$ cat config.mk
export PLATFORM = sky130hd
export DESIGN_NAME = spi_rom_responder
export DESIGN_NICKNAME = d
export VERILOG_FILES = /design/src/rtl/spi_rom_responder.sv
export SDC_FILE = /design/constraint.sdc
export NUM_CORES = 1
export LEC_CHECK = 0
export ABC_CLOCK_PERIOD_IN_PS = 4300
export CORE_ASPECT_RATIO = 1.5
export CORE_MARGIN = 2
export CORE_UTILIZATION = 25
export CTS_CLUSTER_SIZE = 16
export DETAILED_ROUTE_END_ITERATION = 16
export PLACE_DENSITY = 0.47
export SYNTH_ARGS = -nofsm -noshare
export SYNTH_HDL_FRONTEND = slang
export SYNTH_SLANG_ARGS = --single-unit
$ cat constraint.sdc
create_clock -name clk -period 4.3 [get_ports clk]
set_clock_uncertainty 0.15 [all_clocks]
set_input_delay 0.43 -clock clk [delete_from_list [all_inputs] [get_ports clk]]
set_output_delay 0.43 -clock clk [all_outputs]
set_load 0.005 [all_outputs]
$ cat src/rtl/spi_rom_responder.sv
// spi_rom_responder: SPI/QSPI flash-ROM stand-in answering 03h (single) and 6Bh (quad output) reads
// from an external one-cycle-latency byte memory, one SPI bit slot per clk cycle.
module spi_rom_responder #(
  parameter int MEM_ADDR_W = 24,
  parameter int QUAD_DUMMY = 8
) (
  input  logic                  clk,
  input  logic                  reset_n,
  input  logic                  spi_cs,
  input  logic                  spi_in0,
  output logic [3:0]            spi_out,
  output logic [3:0]            spi_oe,
  output logic                  mem_rd,
  output logic [MEM_ADDR_W-1:0] mem_addr,
  input  logic [7:0]            mem_data
);
  typedef enum logic [2:0] {IDLE, CMD, ADDR, DUMMY, DATA, IGNORE} state_t;
  state_t state, state_nxt;
  logic prev_cs, quad, start, cmd_last, addr_last, dummy_last, fetch;
  logic [7:0] cnt, cmd, cmd_in, sh;
  logic [2:0] b;
  logic [23:0] ash, addr_q, fetch_addr;
  always_comb begin
    start = spi_cs && !prev_cs;
    cmd_in = {cmd[6:0], spi_in0};
    cmd_last = state == CMD && cnt == 8'd7;
    addr_last = state == ADDR && cnt == 8'd23;
    dummy_last = state == DUMMY && cnt == 8'(QUAD_DUMMY - 1);
    fetch = (addr_last && (!quad || QUAD_DUMMY == 0)) || dummy_last ||
            (state == DATA && (quad ? b[0] : b == 3'd7));
    // first fetch uses the freshly shifted address; later ones walk forward from the last fetch
    fetch_addr = state == DATA ? addr_q + 24'd1 : state == ADDR ? {ash[22:0], spi_in0} : ash;
    mem_rd = fetch;
    mem_addr = fetch ? fetch_addr[MEM_ADDR_W-1:0] : addr_q[MEM_ADDR_W-1:0];
    spi_oe = (state == DATA && spi_cs) ? (quad ? 4'hF : 4'b0010) : 4'h0;
    spi_out = state != DATA ? 4'h0 :
              quad ? (b[0] ? sh[7:4] : mem_data[7:4]) :
              {2'b00, b == 3'd0 ? mem_data[7] : sh[7], 1'b0};
    state_nxt = state;
    if (!spi_cs) state_nxt = IDLE;
    else if (state == IDLE && start) state_nxt = CMD;
    else if (cmd_last) state_nxt = (cmd_in == 8'h03 || cmd_in == 8'h6B) ? ADDR : IGNORE;
    else if (addr_last) state_nxt = (quad && QUAD_DUMMY > 0) ? DUMMY : DATA;
    else if (dummy_last) state_nxt = DATA;
  end
  always_ff @(posedge clk or negedge reset_n) begin
    if (!reset_n) begin
      state <= IDLE;
      prev_cs <= 1'b1;
      quad <= 1'b0;
      cnt <= 8'd0;
      cmd <= 8'd0;
      ash <= 24'd0;
      addr_q <= 24'd0;
      b <= 3'd0;
      sh <= 8'd0;
    end else begin
      state <= state_nxt;
      prev_cs <= spi_cs;
      cnt <= (state_nxt != state) ? (state == IDLE ? 8'd1 : 8'd0) : cnt + 8'd1;
      if (state == IDLE || state == CMD) cmd <= cmd_in;
      if (cmd_last) quad <= cmd_in == 8'h6B;
      if (state == ADDR) ash <= {ash[22:0], spi_in0};
      if (fetch) addr_q <= fetch_addr;
      b <= state == DATA ? b + 3'd1 : 3'd0;
      if (state == DATA)
        sh <= quad ? (b[0] ? sh : {mem_data[3:0], 4'h0}) :
              (b == 3'd0 ? {mem_data[6:0], 1'b0} : sh << 1);
    end
  end
endmodule

# Word-level counts from Yosys, hierarchy flattened
# Index checks and enable logic that the tools add are counted.
[totals]
input_bits = 12
word_cells = 64
register_bits = 79
out_inout_bits = 33
[classes]
reduce_logical = 17
muxes = 23
n_eq_ne = 12
addsub = 3
[ops]
columns = ["cell", "n"]
rows = [
  ["$mux 24", 3],
  ["$mux 8", 4],
  ["$add 24x1->24 const B", 1],
  ["$mux 3", 8],
  ["$mux 4", 5],
  ["$add 8x1->8 const B", 1],
  ["$eq 8x2->1 const B", 1],
  ["$eq 8x3->1 const B", 1],
  ["$eq 8x5->1 const B", 1],
  ["$eq 8x7->1 const B", 1],
  ["$logic_and 1x1->1", 8],
  ["$eq 3x2->1 const B", 2],
  ["$eq 3x3->1 const B", 2],
  ["$logic_not 3->1", 2],
  ["$logic_or 1x1->1", 4],
  ["$add 3x1->3 const B", 1],
  ["$eq 3x1->1 const B", 1],
  ["$mux 1", 3],
  ["$ne 3x3->1", 1],
  ["$ne 3x3->1 const B", 1],
  ["$logic_not 1->1", 2],
  ["$ne 2x2->1 const B", 1],
  ["$reduce_and 2->1", 1],
]

# Logic depth before layout (Yosys ltp)
[depth]
ltp_word = 9
depth_mapped = 9

# Worst setup path after synthesis
# No wires, ideal clock.
[synth_path]
path_kind = "flip-flop to output port"
from = "reg addr_q[0]"
to = "out mem_addr[22]"
stages_incl_launch_ff = 7
path_slack_ns = 1.898
arrival_ns = 1.822
cell_sequence = "dfrtp_1 > ha_1 > nand4_4 > or4_4 > nor4_2 > a21oi_1 > o211ai_2"
[synth_between]
elab_chain_cells = 3
[synth_rtl]
columns = ["item", "line", "source"]
rows = [
  ["from (decl)", "22", "logic [23:0] ash, addr_q, fetch_addr;"],
  ["from (signal assigned)", "64", "if (fetch) addr_q <= fetch_addr;"],
  ["$add 24x1->24", "32", "fetch_addr = state == DATA ? addr_q + 24'd1 : state == ADDR ? {ash[22:0], spi_in0} : ash;"],
  ["$mux 24", "32", ""],
  ["$mux 24", "--", ""],
  ["to (decl)", "14", "output logic [MEM_ADDR_W-1:0] mem_addr,"],
]
# No other way between the ends.

# Final worst setup path
[layout_path]
from = "reg state[0]"
to = "out mem_addr[3]"
[layout_between]
elab_chain_cells = 6
elab_cells_between_ends = 12
cone_classes = "eq/ne (3); mux (3); reduce/logical (6)"
[layout_rtl]
columns = ["item", "line", "source"]
rows = [
  ["from (decl)", "18", "state_t state, state_nxt;"],
  ["from (signal assigned)", "58", "state <= state_nxt;"],
  ["$eq 3x2->1", "27, 32", ""],
  ["$logic_and 1x1->1", "27", "addr_last = state == ADDR && cnt == 8'd23;"],
  ["$logic_and 1x1->1", "29", "fetch = (addr_last && (!quad || QUAD_DUMMY == 0)) || dummy_last ||"],
  ["$logic_or 1x1->1 (2 in a row)", "29", ""],
  ["$mux 24 *", "--", ""],
]
# Every way passes the cells marked *; elsewhere a longest branch is shown, timed or not.

==> summary.md <==
| Metric | Value |
|---|---|
| Setup TNS after final layout | 0 ns |
| CP startpoint kind | register |
| Crit path largest cell delay | 0.59 ns |
| Initial Util | 25.5% |
| Final Net Count | 460 |
| Post-synth EDFFs | 0 |
| Kind of critical path | register to output pin |
| Met2 usage | 20.6% |
| P per Cell Area | 367 mW/mm² |
| Minimum clock period | approximately 3.7 ns |
| Htree depth | 3 |
| WP data required | about 3.7 ns |
| Syn Nets | 422 |
| Setup Fix Bufs, Post-CTS | 0 |
| Dpl hpwl | about 6.8 mm |
| Setup crit end kind | output pin |
| Core ar. | 0.0162 mm² |
| First-pass GRT wire length | 16.2 mm |
| Die footprint | 0.0176 mm² |
| Commonest non-fill, non-tap cell in the layout | dfrtp_1 |
| Dpl cells | 638 |
| Achievable Freq | 274 MHz |
| Fin. Hold Viols | 0 |
| Netlist Area Pre-Place | 0.00412 mm² |
| Via/cell ratio | roughly 4.9 |
| Clk pin slew, worst setup/hold paths | around 0.06 ns |
| # resized after CTS | 0 |
| Sequential share of the synthesized area | 47.4% |
| Design area | 0.00507 mm² |
| Final period utilization | a little over four fifths |
| Initial antenna violation count | 0 |
| Filler cell count | between 1500 and 2000 |
| Num CTS Buffers | 9 |
| Die Ht | around 160 µm |
| Slowest CP cell | dfrtp_1 |
| Drt wl/cell | about 15 µm |
| Post-synth ARST share | between 90% and 100% |
| Leading cell types in the layout, fill and taps excluded | dfrtp_1, clkdlybuf4s50_1, nor2_1 |
| Hold_ws | 0.0841 ns |
| Syn-to-layout area delta | 23.1% |
| Hold crit path type | primary input to async pin |
| Number of port buffers | 44 |
| Final GP Congestion | 0.764 |
| Met3 GRT Util | about 2.1% |
| Worst Max-Slew Pin Slew | 1.00 ns |
| Synth warn | 0 |
| Remaining antenna violation count | 0 |
| Status | complete, no violations |
| Critical Path AT | just over 3 ns |
| Clock buffer depth | 2 |
| Layout cells sized above 1 | 16.1% |
| Static leakage | 0.00213 µW |
| Hold buffer count at cts | 0 |
| Max FO, Critical Path | 31 |
| Antenna fix cells | 0 |
| Tot GR Track Use | a little under an eighth |
| Slew HR | 33.1% |
| Non-Filler Instances | ~650 |
| Synthesized flop and latch total | 78 |
| Count of final setup violators | 0 |
| Vias in the first global route | 3219 |
| IO Pins | 45 |
| Most used routing layer | met2 |
| Cell Area, Placed | around 0.0047 mm² |
| Routed wire length | 9.62 mm |
| CTS tree | yes |
| Mean Syn Cell Area | just over 10 µm² |
| Slew Limit Fails | 0 |
| Max-cap check violation count | 0 |
| First-pass DRT Iterations | 4 |
| Die W | 109 µm |
| Gr ovfl total | 0 |
| Crit-path cells | nor2b_1 -> o2111ai_1 -> o22a_1 -> inv_2 -> a21oi_1 -> a21oi_1 -> clkdlybuf4s50_1 |
| Met1 Use GR | 13.7% |
| Post-Syn Instances | 405 |
| Pin count of the biggest net entering global routing | 79 |
| TritonCTS sink count | 78 |
| Root Driver | clkbuf_16 |
| Top cell by count, worst path | a21oi_1 |
| Yosys cell types | 59 |
| Post-route DRC | 0 |
| Worst skew pair latency | between 0.3 and 0.4 ns |
| RSZ-0062 raised after global routing | false |
| Total number of vias | ~3200 |
| Max VDD drop | 0.000255 V |
| 1st-iter DRT viols | between 100 and 150 |
| Main flop type after synthesis | dfrtp_1 |
| R2R cell count | 6 |
| Row count | 57 |
[layer usage]
layer / up-vias / wire length, µm
met2: 62 / 5070
met3: 15 / 264
met5: - / 0
met4: 0 / 177
met1: 1577 / 4110
li1: 1566 / -
[Yosys cell counts (2+ instances only)]
master	instances	area share, %
dfrtp_1	77	47
nor2_1	39	3.6
a21oi_1	34	4.1
mux2_2	33	9.0
nand2_1	30	2.7
o21ai_0	27	3.3
nand3_1	14	1.7
mux2i_1	12	2.9
inv_1	9	0.82
buf_2	8	0.97
clkbuf_1	8	0.73
nand4_1	8	1.2
o22ai_1	8	1.2
buf_4	6	1.1
ha_1	5	1.5
nor3_1	5	0.61
or3_1	5	0.76
a221oi_1	4	0.85
a2bb2oi_1	4	0.85
and2_1	4	0.61
and3_1	4	0.61
xnor2_1	4	0.85
a21o_1	3	0.55
a22oi_1	3	0.55
a31oi_1	3	0.46
nor2b_1	3	0.46
nor3b_2	3	0.91
o22a_1	3	0.64
a211oi_1	2	0.36
a22o_1	2	0.43
nand4_4	2	1.0
nor4_1	2	0.30
nor4_4	2	1.0
o2111ai_1	2	0.43
o2bb2ai_1	2	0.43
xor2_1	2	0.43
[report_power, final]
part	total, µW	internal [µW]	switching, µW	leakage (µW)
clock network	825	524	300	0.000148
registers	869	793	76.1	0.00104
logic	170	86.1	84.3	0.000936
total	1860	1400	461	0.00213
[cell families after synthesis]
logic type	after synthesis	synth area share, %
AND/OR/NAND/NOR	133	18.2
AO/OA/AOI/OAI	105	15.9
flip-flops	78	47.4
multiplexers	45	11.9
buffers and inverters	33	3.79
XOR/XNOR	6	1.28
adder cells (fa/ha/maj)	5	1.52
[final cells by class]
cell class	count	area (µm²)	area share, %
multi-input cells	294	2020	39.8
clock buffers	11	243	4.78
flip-flops and latches	78	1950	38.5
well taps	206	258	5.08
repair buffers	50	483	9.52
inverters	10	37.5	0.740
clock inverters	5	82.6	1.63
[sequential cells by signal, indices dropped and copies added (netlist names)]
signal / flops
cmd: 7
state: 3
quad: 1
addr_q: 24
sh: 7
b: 3
cnt: 8
prev_cs: 1
ash: 24
[worst paths after layout]
| kind | start | endpoint | slack [ns] |
|---|---|---|---|
| setup / recovery | state[0]$_DFF_PN0_ | mem_addr[3] | 0.65 |
| hold / removal | reset_n | addr_q[2]$_DFF_PN0_ | 0.08 |
| setup reg to reg | state[0]$_DFF_PN0_ | addr_q[23]$_DFF_PN0_ | 1.83 |
| hold reg to reg | sh[1]$_DFFE_PN0P_ | sh[1]$_DFFE_PN0P_ | 0.34 |
| max in group asynchronous | reset_n | cnt[4]$_DFF_PN0_ | 3.24 |
| min in group clk | sh[1]$_DFFE_PN0P_ | sh[1]$_DFFE_PN0P_ | 0.34 |
[critical path, delay by kind of cell, from the launching register on]
family,cells,cell delay (ns)
AO/OA/AOI/OAI,4,0.81
flip-flops,1,0.59
buffers and inverters,2,0.92
AND/OR/NAND/NOR,1,0.38
[stage by stage]
step                power (µW)  setup WS, ns  utilization, %
floorplan                  978          1.90               -
global placement          1050          1.09            29.3
detailed placement        1060         0.980            29.3
CTS                       1900         0.631            31.3
global route              1960         0.383            31.3
finish                    1860         0.646            31.3
Note: power is estimated with default switching activity, not from simulation.
